<file path="config.mk">
export PLATFORM = sky130hd
export DESIGN_NAME = tf_bank_arb
export DESIGN_NICKNAME = d
export VERILOG_FILES = /design/src/rtl/tf_bank_arb.sv
export SDC_FILE = /design/constraint.sdc
export NUM_CORES = 1
export LEC_CHECK = 0
export ABC_AREA = 0
export BUFFER_PORTS_ARGS = -buffer_cell sky130_fd_sc_hd__clkbuf_2
export CORE_AREA = 2 2 409 411
export CTS_BUF_LIST = sky130_fd_sc_hd__clkbuf_8
export DETAILED_ROUTE_END_ITERATION = 8
export DIE_AREA = 0 0 411 413
export REMOVE_ABC_BUFFERS = 1
export SYNTH_ARGS = -nofsm -noshare
export SYNTH_HDL_FRONTEND = slang
export SYNTH_SLANG_ARGS = --single-unit
</file>
<file path="constraint.sdc">
create_clock -name clk -period 10.3 [get_ports clk]
set_clock_uncertainty 0.1 [all_clocks]
set_input_delay 1.545 -clock clk [delete_from_list [all_inputs] [get_ports clk]]
set_output_delay 1.545 -clock clk [all_outputs]
set_load 0.01 [all_outputs]
</file>
<file path="src/rtl/tf_bank_arb.sv">
`default_nettype none
// ============================================================================
// tf_bank_arb : twiddle-factor SRAM bank arbiter (write FIFO + 2-cycle read)
// Rev 1.0
// ============================================================================
module tf_bank_arb #(
  parameter int ADDR_W     = 8,
  parameter int DATA_W     = 256,
  parameter int FIFO_DEPTH = 4,
  parameter int STARVE_MAX = 8
) (
  input  logic                          clk,
  input  logic                          rst_n,
  input  logic                          wr_vld,
  input  logic [ADDR_W-1:0]             wr_addr,
  input  logic [DATA_W-1:0]             wr_data,
  output logic                          wr_rdy,
  input  logic                          rd_req,
  input  logic [ADDR_W-1:0]             rd_addr,
  output logic                          rd_gnt,
  output logic                          rd_vld,
  output logic [DATA_W-1:0]             rd_data,
  output logic [ADDR_W-1:0]             mem_addr,
  output logic [DATA_W-1:0]             mem_d,
  output logic                          mem_web,
  output logic                          mem_ceb,
  input  logic [DATA_W-1:0]             mem_q,
  output logic                          idle,
  output logic [$clog2(STARVE_MAX):0]   starve_cnt
);

  localparam int PTR_W = (FIFO_DEPTH > 1) ? $clog2(FIFO_DEPTH) : 1;
  localparam int CNT_W = PTR_W + 1;
  localparam int SC_W  = $clog2(STARVE_MAX) + 1;
  localparam logic [CNT_W-1:0] DEPTH_C  = CNT_W'(FIFO_DEPTH);
  localparam logic [SC_W-1:0]  STARVE_C = SC_W'(STARVE_MAX);

  logic [ADDR_W-1:0] fa_q [FIFO_DEPTH];
  logic [DATA_W-1:0] fd_q [FIFO_DEPTH];
  logic [PTR_W-1:0]  head_q, head_d, tail_q, tail_d;
  logic [CNT_W-1:0]  count_q, count_d;
  logic [SC_W-1:0]   starve_q, starve_d;
  logic              rd_p1_q, rd_vld_q;
  logic [DATA_W-1:0] rd_data_q, rd_data_d;

  logic                  nonempty, push, do_wr, do_rd, hz;
  logic [FIFO_DEPTH-1:0] match;

  // Hazard compares only registered entries, so a same-cycle enqueue never matches
  for (genvar gi = 0; gi < FIFO_DEPTH; gi++) begin : g_hz
    logic [PTR_W-1:0] ofs;
    assign ofs       = PTR_W'(gi) - head_q;
    assign match[gi] = ({1'b0, ofs} < count_q) && (fa_q[gi] == rd_addr);
  end

  assign nonempty = (count_q != '0);
  assign wr_rdy   = (count_q != DEPTH_C);
  assign push     = rst_n & wr_vld & wr_rdy;
  assign hz       = rd_req & (|match);
  // Forced/hazard writes beat reads; otherwise writes only fill idle slots
  assign do_wr    = rst_n & nonempty & ((starve_q == STARVE_C) | hz | ~rd_req);
  assign do_rd    = rst_n & rd_req & ~do_wr;

  assign rd_gnt   = do_rd;
  assign mem_ceb  = ~(do_wr | do_rd);
  assign mem_web  = ~do_wr;
  assign mem_addr = do_wr ? fa_q[head_q] : (do_rd ? rd_addr : '0);
  assign mem_d    = do_wr ? fd_q[head_q] : '0;

  assign rd_vld     = rd_vld_q;
  assign rd_data    = rd_data_q;
  assign idle       = ~nonempty & ~rd_p1_q & ~rd_vld_q;
  assign starve_cnt = starve_q;

  always_comb begin
    head_d    = do_wr ? head_q + 1'b1 : head_q;
    tail_d    = push ? tail_q + 1'b1 : tail_q;
    count_d   = count_q + CNT_W'(push) - CNT_W'(do_wr);
    rd_data_d = rd_p1_q ? mem_q : rd_data_q;
    starve_d  = starve_q;
    if (!nonempty || do_wr) begin
      starve_d = '0;
    end else if (do_rd && (starve_q != STARVE_C)) begin
      starve_d = starve_q + 1'b1;
    end
  end

  always_ff @(posedge clk) begin
    if (!rst_n) begin
      head_q    <= '0;
      tail_q    <= '0;
      count_q   <= '0;
      starve_q  <= '0;
      rd_p1_q   <= 1'b0;
      rd_vld_q  <= 1'b0;
      rd_data_q <= '0;
    end else begin
      head_q    <= head_d;
      tail_q    <= tail_d;
      count_q   <= count_d;
      starve_q  <= starve_d;
      rd_p1_q   <= do_rd;
      rd_vld_q  <= rd_p1_q;
      rd_data_q <= rd_data_d;
    end
  end

  // Entry storage needs no reset; validity is tracked by head/count
  always_ff @(posedge clk) begin
    if (push) begin
      fa_q[tail_q] <= wr_addr;
      fd_q[tail_q] <= wr_data;
    end
  end

endmodule
`default_nettype wire
</file>
==> metrics.md, run 1 <==
| Metric | Value |
|---|---|
| Largest net degree at the start of global routing | 182 |
| Sw frac | 0.277 |
| Power, Total | 12900 uW |
| Pre-CTS setup slack | 3.70 ns |
| Commonest non-fill, non-tap cells in the layout | clkbuf_2 (1061), edfxtp_1 (1056), nor2_1 (268), dfxtp_1 (268), mux4_2 (264) |
| Cell-internal power | 9360 uW |
| Die height | 413 um |
| Number of buffers added for setup after CTS | 0 |
| Hold slack | 0.390 ns |
| Via count | 28600 |
| P_leak | 0.0229 uW |
| Io pins | 1062 |
| H-tree Lvls | 4 |
| # resized after CTS | 0 |
| Post-synth EDFFs | 1056 |
| Router iterations before antenna repair | 6 |
| Post-DP Area | 57700 um2 |
| Mapped Cells | 2678 |
| CP Max Fanout | 181 |
| Ys flop type | edfxtp_1 |
| Max-cap violations | 0 |
| Post-Syn Area per Cell | 18.7 um2 |
| DP HPWL | 115000 um |
| Initial antenna violation count | 72 |
| Clock sink count | 1327 |
| CP Capture Type | output port |
| Reg clk slew, reported paths | 0.06 ns |
| Worst Reg2Reg Path Length in Cells | 14 |
| Die width | 411 um |
| Detailed Route Iter0 Violations | 2211 |
| Total CTS buffers | 220 |
| Total congestion overflow | 0 |
| Sequential share of power | 0.481 |
| Net switching power | 3580 uW |
| Core area | 166000 um2 |
| Distinct cells, synth | 38 |
| Max-slew violations | 0 |
| Asr flop ratio synth | 0 |
| Sequential area share after synthesis | 0.742 |
| VDD IR max | 0.144 mV |
| Final critical-path share of the clock period | 0.628 |
| Number of global-route vias before repair | 28400 |
| Final Setup Violations | 0 |
| Post-synth top area share | 0.634 |
| Total wire length | 159000 um |
| Worst-Skew Late Latency | 0.95 ns |
| Final Critical Period | 6.47 ns |
| RSZ-0062 raised after global routing | false |
| Dpl cells | 5808 |
| Post-Layout Cell Count | 6226 |
| All-Layer GR Usage | 0.181 |
| Hold path depth | 2 |
| Maximum clock rate | 155 MHz |
| Initial Utilization | 0.302 |
| Critical setup path kind | primary input to output port |
| CP required | 8.66 ns |
| Via density | 4.59 |
| Area delta synth->final | 23.8% |
| First-pass GRT wire length | 216000 um |
| Synth area leaders | edfxtp_1 (63%), mux4_2 (12%), dfxtp_1 (11%) |
| Startpoint types | primary input |
| YS warnings | 0 |
| Root Driver | clkbuf_8 |
| Layout cell share with drive strength beyond 1 | 0.410 |
| CTS tree | built |
| Most common cell after layout, fill and taps aside | clkbuf_2 |
| Die area | 170000 um2 |
| IO Port Bufs | 1061 |
| Post-Syn Area | 50000 um2 |
| Worst-margin pin slew | 1.20 ns |
| Clock tree buffer depth | 3 |
| Antenna Nets Post-Route | 0 |
| Final GP Congestion | 0.886 |
| Fill cells | 15700 |
| PD cells | 209 nW/um2 |
| Outcome | finished clean |
| Data arrival, critical path | 4.83 ns |
| Rows | 150 |
| Largest area contributor in the netlist | edfxtp_1 |
| Gate power share | 0.182 |
| Hold WC Path Type | register to register |
| Worst slew margin | 0.203 |
| Final Hold Fails | 0 |
| Fin nets | 4371 |
| Yosys reg bits | 1327 |
| Residual DRC count | 0 |
| Clock network fraction of total power | 0.338 |
| Hold Buf Count CTS | 0 |
| Final worst slack | 3.83 ns |
| Drt wl/cell | 25.6 um |
| Cell area after layout | 61900 um2 |
[worst max-delay path: stages]
cell and delay, ns:
clkbuf_2 0.17, xor2_1 0.19, nor4_1 0.43, o211ai_1 0.20, nand4_2 0.31, o21ai_4 0.12, inv_6 0.59, buf_4 0.77
o21ai_0 0.26, clkbuf_2 0.18
[cells in the mapped netlist, types with 8 or more instances]
library cell and number:
clkbuf_1 81, nor2_1 268, ha_1 12, dfxtp_1 271
mux4_2 264, buf_1 17, nor4_1 8, clkbuf_2 24
mux2i_1 256, xor2_1 33, o21ai_0 8, edfxtp_1 1056
inv_1 10, buf_2 30, nand3_1 11, o211ai_1 10
and2_1 264
[layout make-up]
| cell class | count | area [um2] | share of cell area |
|---|---|---|---|
| Inverter | 12 | 57.6 | 0.000929 |
| Sequential cell | 1327 | 37100 | 0.600 |
| Timing Repair Buffer | 1088 | 5640 | 0.0910 |
| Antenna cell | 17 | 42.5 | 0.000687 |
| Multi-Input combinational cell | 1177 | 12100 | 0.196 |
| Clock buffer | 236 | 3250 | 0.0524 |
| Tap cell | 2204 | 2760 | 0.0445 |
| Clock inverter | 165 | 896 | 0.0145 |
[through the flow]
stage	TNS (ns)	util
floorplan	-810.94	-
detailed placement	0	0.348
global route	0	0.373
global placement	0	0.348
CTS	0	0.373
finish	0	0.373
[routing by layer]
layer,vias to the layer above,global-route usage,part of all wire
met5,-,0,0.0022
met4,56,0.0888,0.044
met3,299,0.0596,0.083
met2,1195,0.307,0.50
met1,14300,0.205,0.37
li1,12700,-,-
[final timing paths]
path / startpoint / to / slack [ns]
min reg2reg: rd_data[209]$_SDFFE_PN0P_ / rd_data[209]$_SDFFE_PN0P_ / 0.39
min: rd_data[209]$_SDFFE_PN0P_ / rd_data[209]$_SDFFE_PN0P_ / 0.39
max reg2reg: head_q[0]$_SDFFE_PN0P_ / count_q[1]$_SDFF_PN0_ / 5.75
max: rd_addr[4] / mem_addr[7] / 3.83
[power by group through the flow]
| stage | combinational (uW) | clock (uW) | sequential (uW) |
|---|---|---|---|
| finish | 2350 | 4370 | 6220 |
| floorplan | 1670 | 0 | 6590 |
| CTS | 2410 | 4520 | 6220 |
| global route | 2520 | 4730 | 6240 |
| global placement | 2410 | 0 | 6320 |
| detailed placement | 2410 | 0 | 6330 |
[flip-flops by register name, summed over array words and instances, names as in the netlist, named ones only]
| name | flops |
|---|---|
| rd_p1_q | 1 |
| starve_cnt | 4 |
| head_q | 2 |
| fa_q | 32 |
| count_q | 3 |
| tail_q | 2 |
| fd_q | 1024 |
| rd_data | 256 |
| rd_vld | 1 |
[cells by family (layout without fill, tap and decap cells)]
family	Yosys count	count (layout)	share of synthesized area
compound gates	32	32	0.00438
xor+xnor	39	39	0.00683
fa+ha+maj	13	13	0.00340
buf+inv	174	1501	0.0155
flops	1327	1327	0.742
mux	520	520	0.170
other cells	0	17	0
simple gates	573	573	0.0579
(Power assumes the default switching activity.)
==> run 2, diff against run 1 <==
--- a/config.mk
+++ b/config.mk
@@ -5,12 +5,12 @@
 export SDC_FILE = /design/constraint.sdc
 export NUM_CORES = 1
 export LEC_CHECK = 0
-export ABC_AREA = 0
+export ABC_AREA = 1
 export BUFFER_PORTS_ARGS = -buffer_cell sky130_fd_sc_hd__clkbuf_2
-export CORE_AREA = 2 2 409 411
+export CORE_AREA = 2 2 414 416
 export CTS_BUF_LIST = sky130_fd_sc_hd__clkbuf_8
 export DETAILED_ROUTE_END_ITERATION = 8
-export DIE_AREA = 0 0 411 413
+export DIE_AREA = 0 0 416 418
 export REMOVE_ABC_BUFFERS = 1
 export SYNTH_ARGS = -nofsm -noshare
 export SYNTH_HDL_FRONTEND = slang
==> constraint.sdc (replaced) <==
create_clock -name clk -period 5.5 [get_ports clk]
set_clock_uncertainty 0.1 [all_clocks]
set_input_delay 0.825 -clock clk [delete_from_list [all_inputs] [get_ports clk]]
set_output_delay 0.825 -clock clk [all_outputs]
set_load 0.01 [all_outputs]
==> run 2 against run 1 <==
  * First-iteration DRC count is 49% higher
  * Die area is 2.4% higher
  * Clock power is 84% higher
==> metrics.md, run 2 <==
| Metric | Value |
|---|---|
| Outcome | finished clean |
| Asr flop ratio synth | 0 (unchanged) |
| CP Max Fanout | 143 (-21%) |
| Setup TNS | 0 ns (unchanged) |
| Number of global-route vias before repair | 39200 (+38%) |
| Startpoint types | register |
| Final Critical Period | 4.86 ns |
| Post-DP Area | 58400 um2 (+1.2%) |
| Clock network fraction of total power | 0.323 (-0.015) |
| Total wire length | 182000 um (+15%) |
| Root Driver | clkbuf_8 |
| IO Port Bufs | 1061 (unchanged) |
| Gate power share | 0.205 (+0.023) |
| DRT met1 WL | 65600 um (+12%) |
| Die width | 416 um (+1.2%) |
| Initial Utilization | 0.299 (-0.00243) |
| Register with the most flip-flops | fd_q |
| Final Hold Fails | 0 (unchanged) |
| Via density | 4.75 (+3.5%) |
| Sequential share of power | 0.472 (-0.009) |
| Synth area leaders | edfxtp_1 (63%), nor2_1 (12%), dfxtp_1 (11%) |
| Detailed Route Iter0 Violations | 3297 (+49%) |
| CP Capture Type | output port |
| Max-cap violations | 0 (unchanged) |
| Layout cell share with drive strength beyond 1 | 0.228 (-0.182) |
| Initial antenna violation count | 30 (-58%) |
| Total CTS buffers | 216 (-1.8%) |
| Metal3 WL | 12200 um (-8.0%) |
| Via count | 40000 (+40%) |
| Reg clk slew, reported paths | 0.07 ns (about the same) |
| Post-synthesis adder-cell area fraction | 0.00336 (-0.0000369) |
| Most common cell after layout, fill and taps aside | nor2_1 |
| Most common cell in the netlist | nor2_1 |
| Largest area contributor in the netlist | edfxtp_1 |
| Final GP Congestion | 0.882 (-0.42%) |
| Synth Area in Compound Gates | 0.108 (+0.104) |
| Final critical-path share of the clock period | 0.884 |
| Worst-Skew Late Latency | 0.97 ns (+0.02 ns) |
| Router iterations before antenna repair | 6 (unchanged) |
| Sequential area share after synthesis | 0.734 (-0.00806) |
| Largest family of logic cells by synthesized area | simple AND/OR/NAND/NOR gates |
| Post-synth EDFFs | 1056 (unchanged) |
| H-tree Lvls | 4 (unchanged) |
| CP required | 4.58 ns (-4.08 ns) |
| Die area | 174000 um2 (+2.4%) |
| Post-Layout Cell Count | 8426 (+35%) |
| VDD IR max | 0.270 mV (+88%) |
| Cell-internal power | 17100 uW (+83%) |
| Worst-margin pin slew | 1.16 ns (-0.0338 ns) |
| Hold slack | 0.127 ns (-0.263 ns) |
| Rows | 151 (+0.67%) |
| Final Setup Violations | 0 (unchanged) |
| Core area | 169000 um2 (+1.9%) |
| Max-slew violations | 0 (unchanged) |
| Distinct cells, synth | 24 (-37%) |
| Largest net degree at the start of global routing | 221 (+21%) |
| DP HPWL | 120000 um (+4.2%) |
| Post-synth top area share | 0.627 (-0.00688) |
| Clock tree buffer depth | 3 (unchanged) |
| PD cells | 368 nW/um2 (+76%) |
| Post-Synth Simple-Gate Area | 0.124 (+0.0659) |
| Top sig layer | met5 |
| Clock sink count | 1327 (unchanged) |
| Flip-flop and latch area | 37100 um2 (unchanged) |
| Post-synthesis xor/xnor area fraction | 0.00312 (-0.00371) |
| Max reg flops | 1024 (unchanged) |
| Utilization after layout | 0.399 (+0.0260) |
| Cell area after layout | 67500 um2 (+9.0%) |
| Number of buffers added for setup after CTS | 0 (unchanged) |
| Hold WC Path Type | primary input to register |
| Synth top cells by count | nor2_1 (1559), edfxtp_1 (1056), o21ai_0 (802) |
| Critical setup path kind | register to output port |
| Mapped Cells | 4457 (+66%) |
| Fin nets | 6562 (+50%) |
| Commonest non-fill, non-tap cells in the layout | nor2_1 (1555), clkbuf_2 (1060), edfxtp_1 (1056), o21ai_0 (802), dlygate4sd3_1 (508) |
| Worst slew margin | 0.225 (+0.0225) |
| Multi-input gate area | 12100 um2 (-0.53%) |
| Post-Syn Area per Cell | 11.4 um2 (-39%) |
| Antenna Nets Post-Route | 0 (unchanged) |
| Post-synthesis mux area share | 0 (-0.170) |
| Drt wl/cell | 21.7 um (-15%) |
| YS warnings | 0 (unchanged) |
| Sw frac | 0.313 (+0.0360) |
| Io pins | 1062 (unchanged) |
| Post-Syn Area | 50600 um2 (+1.1%) |
| CTS tree | built |
| First-pass GRT wire length | 260000 um (+21%) |
| RSZ-0062 raised after global routing | false |
| Met2 WL post-DR | 91600 um (+15%) |
| Area delta synth->final | 33.5% |
| Die height | 418 um (+1.2%) |
| Yosys reg bits | 1327 (unchanged) |
| Total congestion overflow | 0 (unchanged) |
| Ys flop type | edfxtp_1 |
| P_leak | 0.0264 uW (+15%) |
| Data arrival, critical path | 3.93 ns (-0.90 ns) |
| Maximum clock rate | 206 MHz |
| Dpl cells | 7509 (+29%) |
| Fill cells | 15900 (+1.4%) |
| Residual DRC count | 0 (unchanged) |
| Net switching power | 7780 uW (+120%) |
| All-Layer GR Usage | 0.201 (+0.0199) |
run 2: worst paths after layout:
kind | startpoint | to | slack [ns] | cells past startpoint
max | head_q[0]$_SDFFE_PN0P_ | mem_d[204] | 0.64 | 10
min | mem_q[98] | rd_data[98]$_SDFFE_PN0P_ | 0.13 | 3
max reg2reg | head_q[0]$_SDFFE_PN0P_ | count_q[2]$_SDFF_PN0_ | 2.22 | 16
min reg2reg | rd_data[51]$_SDFFE_PN0P_ | rd_data[51]$_SDFFE_PN0P_ | 0.40 | 2
run 2: power groups by stage:
stage / sequential (uW) / combinational (uW) / clock, uW
global route: 11800 / 5530 / 8630
CTS: 11700 / 5120 / 8210
floorplan: 12400 / 2400 / 0
finish: 11700 / 5100 / 8030
global placement: 11900 / 4750 / 0
detailed placement: 11900 / 4770 / 0
run 2: layout make-up:
class / count / share of cell area
clock inverters: 160 / 0.0130
well taps: 2218 / 0.0411
flip-flops and latches: 1327 / 0.550
inverters: 60 / 0.00367
diodes: 25 / 0.000927
repair buffers: 1633 / 0.167
clock buffers: 224 / 0.0457
multi-input cells: 2779 / 0.179
run 2: metrics by stage:
step	worst slack (ns)	power, uW
2_1_floorplan	-14.73	14800
3_3_place_gp	1.69	16700
3_5_place_dp	1.72	16700
4_1_cts	0.639	25100
5_1_grt	0.522	25900
6_report	0.640	24900
run 2: layer usage:
metal	track usage	up-vias
li1	-	18600
met1	0.217	19200
met2	0.348	1762
met3	0.0483	465
met4	0.140	6
met5	0	-
run 2: logic make-up after synthesis:
family | Yosys count
simple gates | 1662
buf+inv | 351
flops | 1327
fa+ha+maj | 13
compound gates | 1086
xor+xnor | 18
run 2: critical path, stage by stage, from the launching register on:
cell,delay (ns)
dfxtp_1,0.40
xor2_1,0.25
ha_1,0.28
a21boi_1,0.13
o21ai_0,0.25
nand3_1,0.13
nand3_1,0.17
o21bai_4,0.11
buf_12,0.20
a21oi_1,0.51
clkbuf_2,0.21
run 2: repair_timing:
| action | in CTS | in global routing |
|---|---|---|
| setup endpoints to repair | 0 | 0 |
| resized for setup | 0 | 0 |
| endpoints found under the hold margin | 1300 | 0 |
| hold buffers | 508 | 0 |
